## config.mk

```make
export PLATFORM = sky130hd
export DESIGN_NAME = global_int_gateway
export DESIGN_NICKNAME = d
export VERILOG_FILES = /design/src/rtl/global_int_gateway.sv
export SDC_FILE = /design/constraint.sdc
export NUM_CORES = 1
export LEC_CHECK = 0
export CAP_MARGIN = 20
export CORE_UTILIZATION = 48
export CTS_CLUSTER_DIAMETER = 80
export DETAILED_ROUTE_END_ITERATION = 6
export PLACE_DENSITY = 0.85
export SLEW_MARGIN = 20
export SYNTH_ARGS = -nofsm -noshare
export SYNTH_HDL_FRONTEND = slang
export SYNTH_SLANG_ARGS = --single-unit
```

## constraint.sdc

```tcl
create_clock -name clock -period 4.7 [get_ports clock]
set_input_delay 1.41 -clock clock [delete_from_list [all_inputs] [get_ports clock]]
set_output_delay 1.41 -clock clock [all_outputs]
set_load 0.05 [all_outputs]
```

## src/rtl/global_int_gateway.sv

```systemverilog
// Receive side of the global-interrupt bus: per-line synchronizer, trigger
// detection and IDLE/PENDING/INFLIGHT gateway, plus a claim/complete port.
module global_int_gateway #(
    parameter int NUM_INT     = 64,
    parameter int ID_W        = 7,
    parameter int SYNC_STAGES = 2
) (
    input  logic                 clock,
    input  logic                 reset,
    input  logic [NUM_INT-1:0]   int_in,
    input  logic [NUM_INT-1:0]   int_edge_mode,
    input  logic [NUM_INT-1:0]   int_enable,
    input  logic                 claim_req,
    output logic                 claim_valid,
    output logic [ID_W-1:0]      claim_id,
    input  logic                 complete_valid,
    input  logic [ID_W-1:0]      complete_id,
    output logic                 irq_out,
    output logic [NUM_INT-1:0]   pending_out,
    output logic                 err_complete,
    output logic [2*NUM_INT-1:0] dbg_line_state
);

    typedef enum logic [1:0] {
        ST_IDLE     = 2'd0,
        ST_PENDING  = 2'd1,
        ST_INFLIGHT = 2'd2
    } line_state_e;

    // Handshake: claim_req and complete_valid are single-cycle samples on the
    // rising edge; claim_valid/err_complete are one-cycle responses the next cycle.

    logic [NUM_INT-1:0] sync_q [SYNC_STAGES];
    logic [NUM_INT-1:0] prev_q;
    logic [NUM_INT-1:0] s_vec;
    logic [NUM_INT-1:0] trig;

    line_state_e        state_q [NUM_INT];
    line_state_e        state_d [NUM_INT];
    logic [NUM_INT-1:0] latch_q;
    logic [NUM_INT-1:0] latch_d;

    logic [NUM_INT-1:0] pend_vec;
    logic [NUM_INT-1:0] grant;
    logic [NUM_INT-1:0] legal;
    logic [ID_W-1:0]    sel_id;
    logic               sel_found;
    logic               complete_err;

    logic               claim_valid_q;
    logic [ID_W-1:0]    claim_id_q;
    logic               irq_q;
    logic               err_q;

    always_ff @(posedge clock) begin
        if (!reset) begin
            for (int k = 0; k < SYNC_STAGES; k++) begin
                sync_q[k] <= '0;
            end
            prev_q <= '0;
        end else begin
            sync_q[0] <= int_in;
            for (int k = 1; k < SYNC_STAGES; k++) begin
                sync_q[k] <= sync_q[k-1];
            end
            prev_q <= s_vec;
        end
    end

    assign s_vec = sync_q[SYNC_STAGES-1];
    assign trig  = (s_vec & ~prev_q & int_edge_mode) | (s_vec & ~int_edge_mode);

    // Arbitration sees only the pre-edge state, so a line completing this
    // cycle cannot be claimed until the next one.
    always_comb begin
        pend_vec  = '0;
        grant     = '0;
        sel_id    = '0;
        sel_found = 1'b0;
        for (int i = 0; i < NUM_INT; i++) begin
            pend_vec[i] = (state_q[i] == ST_PENDING);
            if (!sel_found && pend_vec[i] && int_enable[i]) begin
                sel_found = 1'b1;
                sel_id    = ID_W'(i + 1);
                grant[i]  = claim_req;
            end
        end
    end

    always_comb begin
        legal = '0;
        for (int i = 0; i < NUM_INT; i++) begin
            legal[i] = complete_valid && (complete_id == ID_W'(i + 1)) &&
                       (state_q[i] == ST_INFLIGHT);
        end
        complete_err = complete_valid && (legal == '0);
    end

    always_comb begin
        latch_d = latch_q;
        for (int i = 0; i < NUM_INT; i++) begin
            state_d[i] = state_q[i];
            case (state_q[i])
                ST_IDLE: begin
                    if (trig[i]) state_d[i] = ST_PENDING;
                end
                ST_PENDING: begin
                    if (int_edge_mode[i] && trig[i]) latch_d[i] = 1'b1;
                    if (grant[i]) state_d[i] = ST_INFLIGHT;
                end
                ST_INFLIGHT: begin
                    if (int_edge_mode[i] && trig[i]) latch_d[i] = 1'b1;
                    // An edge arriving on the completion edge counts as latched.
                    if (legal[i]) begin
                        latch_d[i] = 1'b0;
                        if (int_edge_mode[i] && (latch_q[i] || trig[i])) begin
                            state_d[i] = ST_PENDING;
                        end else begin
                            state_d[i] = ST_IDLE;
                        end
                    end
                end
                default: begin
                    state_d[i] = ST_IDLE;
                    latch_d[i] = 1'b0;
                end
            endcase
        end
    end

    always_ff @(posedge clock) begin
        if (!reset) begin
            for (int i = 0; i < NUM_INT; i++) begin
                state_q[i] <= ST_IDLE;
            end
            latch_q       <= '0;
            claim_valid_q <= 1'b0;
            claim_id_q    <= '0;
            irq_q         <= 1'b0;
            err_q         <= 1'b0;
        end else begin
            for (int i = 0; i < NUM_INT; i++) begin
                state_q[i] <= state_d[i];
            end
            latch_q       <= latch_d;
            claim_valid_q <= claim_req;
            claim_id_q    <= claim_req ? sel_id : '0;
            irq_q         <= |(pend_vec & int_enable);
            err_q         <= complete_err;
        end
    end

    always_comb begin
        dbg_line_state = '0;
        for (int i = 0; i < NUM_INT; i++) begin
            dbg_line_state[2*i +: 2] = state_q[i];
        end
    end

    assign claim_valid  = claim_valid_q;
    assign claim_id     = claim_id_q;
    assign irq_out      = irq_q;
    assign pending_out  = pend_vec;
    assign err_complete = err_q;

endmodule

```

Word level (Yosys, flattened, before mapping). Memories as Yosys holds them, arrays and structs flattened. Cells that the tools add are included.

Multiply operators: 0. Muxes and demuxes: 771. Order comparisons: 0. Div/mod/pow operators: 0. Shift operators: 0. $add $sub $neg: 0. Reduce and logical (&&, ||, !) cells: 579. Bitwise gates (word level): 75. Equal/unequal tests: 192.

Operators by type and width (number): 2-bit two-way mux (256); 7-bit two-way mux (63); 1-bit logical AND (384); 2-bit one-hot mux with 3 select lines (64); 1-bit two-way mux (322); 64-bit bitwise AND (4); 7-bit by 6-bit equality test with 1-bit output, second input constant (32); 1-bit one-hot mux with 3 select lines (64); 2-bit by 1-bit equality test with 1-bit output, second input constant (64); 2-bit equality test, second input constant (64); 2-bit zero test (64); 64-bit two-way mux (2); 64-bit inverter (2); 7-bit by 5-bit equality test with 1-bit output, second input constant (16); 1-bit OR (66); 64-bit zero test (1); 1-bit logical OR (64); 64-bit OR (1); 64-bit OR reduction (1); 1-bit zero test (63); 7-bit by 4-bit equality test with 1-bit output, second input constant (8); 7-bit by 3-bit equality test with 1-bit output, second input constant (4); 7-bit by 2-bit equality test with 1-bit output, second input constant (2); 7-bit by 1-bit equality test with 1-bit output, second input constant (1); 4 further kinds (5).

Memories: 2. Memory bits (read-only): 0. Flip-flop bits (word level): 138. Input port bits: 203. Bits in latches: 0. Bits in writable memories: 256.

Memory list: state_q (words 64, width 2, rd ports 64, clocked after memory_dff 0, wr ports 64, RTL line 38) `line_state_e state_q [NUM_INT];`; sync_q (words 2, width 64, rd ports 2, clocked after memory_dff 0, wr ports 2, RTL line 33) `logic [NUM_INT-1:0] sync_q [SYNC_STAGES];`.

Logic depth before layout (Yosys ltp). An unclocked memory read counts as a cell.

Depth in word-level cells: 259. Gate-level depth with buffers: 10.

Worst setup path before layout. Ideal clock, no wire load.

Path kind: input -> register. Start: input port int_enable[20]. End: memory state_q[1][62] (netlist bit). Library setup time: 0.128 ns. Setup slack: 1.051 ns. Arrival time: 3.522 ns. Stages: 8. Path buffers: 1. Cells stage by stage: a222oi_1 nand4_2 nor4_4 clkbuf_1 nand4_1 a21oi_1 mux2i_1 nor2_1.

RTL lines: start, declared (RTL line 12) `input logic [NUM_INT-1:0] int_enable,`; end, declared (RTL line 38).

==> flow_metrics.env <==
export IMPL_status="finished, violations left"
export IMPL_violations="DRC"
export IMPL_die_w_um=219
export IMPL_reg2reg_to="state_q[1][18]$_SDFFE_PN0P_"
export IMPL_yosys_top_cells_area="dfxtp_1 35%, ha_1 14%, nand2_1 5.8%"
export IMPL_r2r_start="state_q[0][47]$_SDFFE_PN0P_"
export IMPL_cts_tree="yes"
export IMPL_synth_most_common_cell="dfxtp_1"
export IMPL_ys_seq_area_frac=0.348
export IMPL_io_pins=405
export IMPL_synth_common_cells="394 x dfxtp_1, 348 x nand2_1, 259 x ha_1"
export IMPL_ctsLongestPathBuffers=3
export IMPL_reg2reg_slack_ns=1.22
export IMPL_hold_depth=1
export IMPL_start_util=0.487
export IMPL_final_max_slew_violation_count=0
export IMPL_postCtsHoldBufs=0
export IMPL_first_global_vias=20300
export IMPL_wire_per_inst_um=20.8
export IMPL_synth_main_ff_cell="dfxtp_1"
export IMPL_post_cts_setup_buffer_count=0
export IMPL_grt_max_degree=170
export IMPL_drt_total_wl_mm=77.6
export IMPL_ctsResizeCount=0
export IMPL_setup_tns_ns=0
export IMPL_area_growth_pct=26.3
export IMPL_min_from="sync_q[0][19]$_SDFF_PN0_"
export IMPL_setup_ws_ns=0.724
export IMPL_hold_path_end="sync_q[0][83]$_SDFF_PN0_"
export IMPL_avgSynthCellArea_sq_um=8.35
export IMPL_cp_num_buf_inv=1
export IMPL_place_congestion=0.959
export IMPL_worst_slew_pin_slew_ns=0.761
export IMPL_core_sq_um=46600
export IMPL_end_kind="flip-flop"
export IMPL_worstSetupPathType="in2reg"
export IMPL_cts_made_buffers=45
export IMPL_via_per_inst=5.78
export IMPL_ir_worst_vdd_v=0.000389
export IMPL_slowest_delay_ns=0.62
export IMPL_finalHoldViolations=0
export IMPL_grt_usage=0.314
export IMPL_cp_required_ns=5.21
export IMPL_synth_cell_types=64
export IMPL_syn_instance_count=2717
export IMPL_yosys_warnings=0
export IMPL_layout_drive_gt1_share=0.0549
export IMPL_netlist_area_sq_um=22700
export IMPL_yosysTopAreaCellShare=0.348
export IMPL_drtIter0Drc=1966
export IMPL_dr_total_vias=21600
export IMPL_path_max_fanout=7
export IMPL_async_reset_ff_frac=0
export IMPL_grt_pass1_wl_mm=116
export IMPL_worst_r2r_cell_count=9
export IMPL_worstHoldPathType="reg2reg"
export IMPL_clk_pin_slew_ns=0.06
export IMPL_finalSetupViolCount=0
export IMPL_antenna_left=0
export IMPL_io_buffers=404
export IMPL_utilization=0.616
export IMPL_dieArea_sq_um=48200
export IMPL_overflow=0
export IMPL_rows=79
export IMPL_synth_top_area_cell="dfxtp_1"
export IMPL_route_detailed_drc=3
export IMPL_syn_nets=3179
export IMPL_ys_ff_latch=394
export IMPL_fin_crit_ns=3.98
export IMPL_clock_latency_ns=0.59
export IMPL_root_buffer="clkbuf_16"
export IMPL_place_area_sq_um=27100
export IMPL_fin_skew_ns=0.0282
export IMPL_start_kind="input pin"
export IMPL_crit_slowest_cell="a22oi_1"
export IMPL_post_dp_hpwl_mm=58.8
export IMPL_cap_violations=0
export IMPL_power_leakage_nw=12.4
export IMPL_critical_path_top_delay_family="simple AND/OR/NAND/NOR gates"
export IMPL_cp_cell_sequence="clkdlybuf4s50_1 > a22oi_1 > nand4_2 > nor2_2 > nand3_1 > o31a_1 > or4_1 > a21oi_1"
export IMPL_final_area_sq_um=28700
export IMPL_synth_edff_count=0
export IMPL_final_nets=3543
export IMPL_dr_pass1_iters=7
export IMPL_cts_sinks=394
export IMPL_cp_arrival_ns=4.48
export IMPL_max_clock_freq_mhz=252
export IMPL_antenna_found_initial=13
export IMPL_finalCritPeriodShare=0.846
export IMPL_power_density_nw_per_um2=555
export IMPL_slew_headroom=0.492
export IMPL_pre_cts_ws_ns=0.305
export IMPL_nFillCells=3895
export IMPL_cts_max_level=2
export IMPL_rsz0062_at_grt="no"
export IMPL_die_h_um=219
[layer usage]
metal / up-vias / track usage / part of all wire
met5: - / 0 / 0.00035
met4: 4 / 0.196 / 0.062
met3: 250 / 0.0640 / 0.098
met2: 1071 / 0.483 / 0.43
met1: 10100 / 0.399 / 0.41
li1: 10200 / - / -
[cell type report]
cell class | instances | area, sq um | share of cell area
diodes | 12 | 30.0 | 0.00105
inverters | 215 | 807 | 0.0281
multi-input cells | 1982 | 13300 | 0.464
repair buffers | 443 | 4350 | 0.152
clock buffers | 53 | 1250 | 0.0435
clock inverters | 25 | 287 | 0.00999
flip-flops and latches | 394 | 7890 | 0.275
well taps | 607 | 759 | 0.0265
[layout by cell type (no fill, tap or decap), types with 42 or more instances in the layout]
cell             instances
nor2_1                 176
nand2_1                348
nor4bb_1                52
nand2b_1                53
clkbuf_16               47
a21oi_1                146
mux2i_1                 46
ha_1                   259
and2_1                 207
o21ai_0                163
o221a_2                 42
inv_1                  214
nand3_1                 57
a21o_1                  73
a31oi_1                 77
dfxtp_1                394
clkdlybuf4s50_1        403
nand4_1                 42
[sequential cells by signal, indices dropped and copies added, names as in the netlist]
register and flops:
claim_valid 1, state_q 128, sync_q 128, err_complete 1, irq_out 1, claim_id 7, latch_q 64, prev_q 64
[worst max path at each step]
stage,startpoint,to,slack [ns],depth (start not counted)
after global routing,int_enable[23],state_q[1][18]$_SDFFE_PN0P_,0.69,8
after detailed placement,int_enable[23],state_q[1][18]$_SDFFE_PN0P_,0.30,8
after global placement,int_enable[28],state_q[1][34]$_SDFFE_PN0P_,0.34,9
after floorplan,int_enable[20],state_q[1][62]$_SDFFE_PN0P_,1.05,8
final,int_enable[23],state_q[1][18]$_SDFFE_PN0P_,0.72,8
after CTS,int_enable[23],state_q[1][18]$_SDFFE_PN0P_,0.92,8
[stage by stage]
step / cells / total power [mW] / hold slack [ns]
finish: 3731 / 15.9 / 0.431
global placement: 3641 / 12.0 / 0.414
floorplan: 2717 / 9.64 / 0.412
CTS: 3719 / 15.8 / 0.430
global route: 3726 / 16.7 / 0.441
detailed placement: 3641 / 12.1 / 0.417
[report_power, final]
group          switching (mW)  leakage [nW]  internal, mW  total [mW]
Sequential              0.495          3.23          3.74        4.24
Combinational            5.20          8.40          2.79        7.99
Clock                    1.51         0.765          2.18        3.69
[logic make-up (layout without fill, tap and decap cells)]
group | Yosys count | count (layout) | synth area share
buffers and inverters | 341 | 736 | 0.0668
other | 0 | 12 | 0
and+or+nand+nor | 1044 | 1044 | 0.240
DFF | 394 | 394 | 0.348
muxes | 46 | 46 | 0.0203
AOI/OAI and AO/OA | 633 | 633 | 0.182
adders and majority gates | 259 | 259 | 0.143
(Power assumes the default switching activity.)
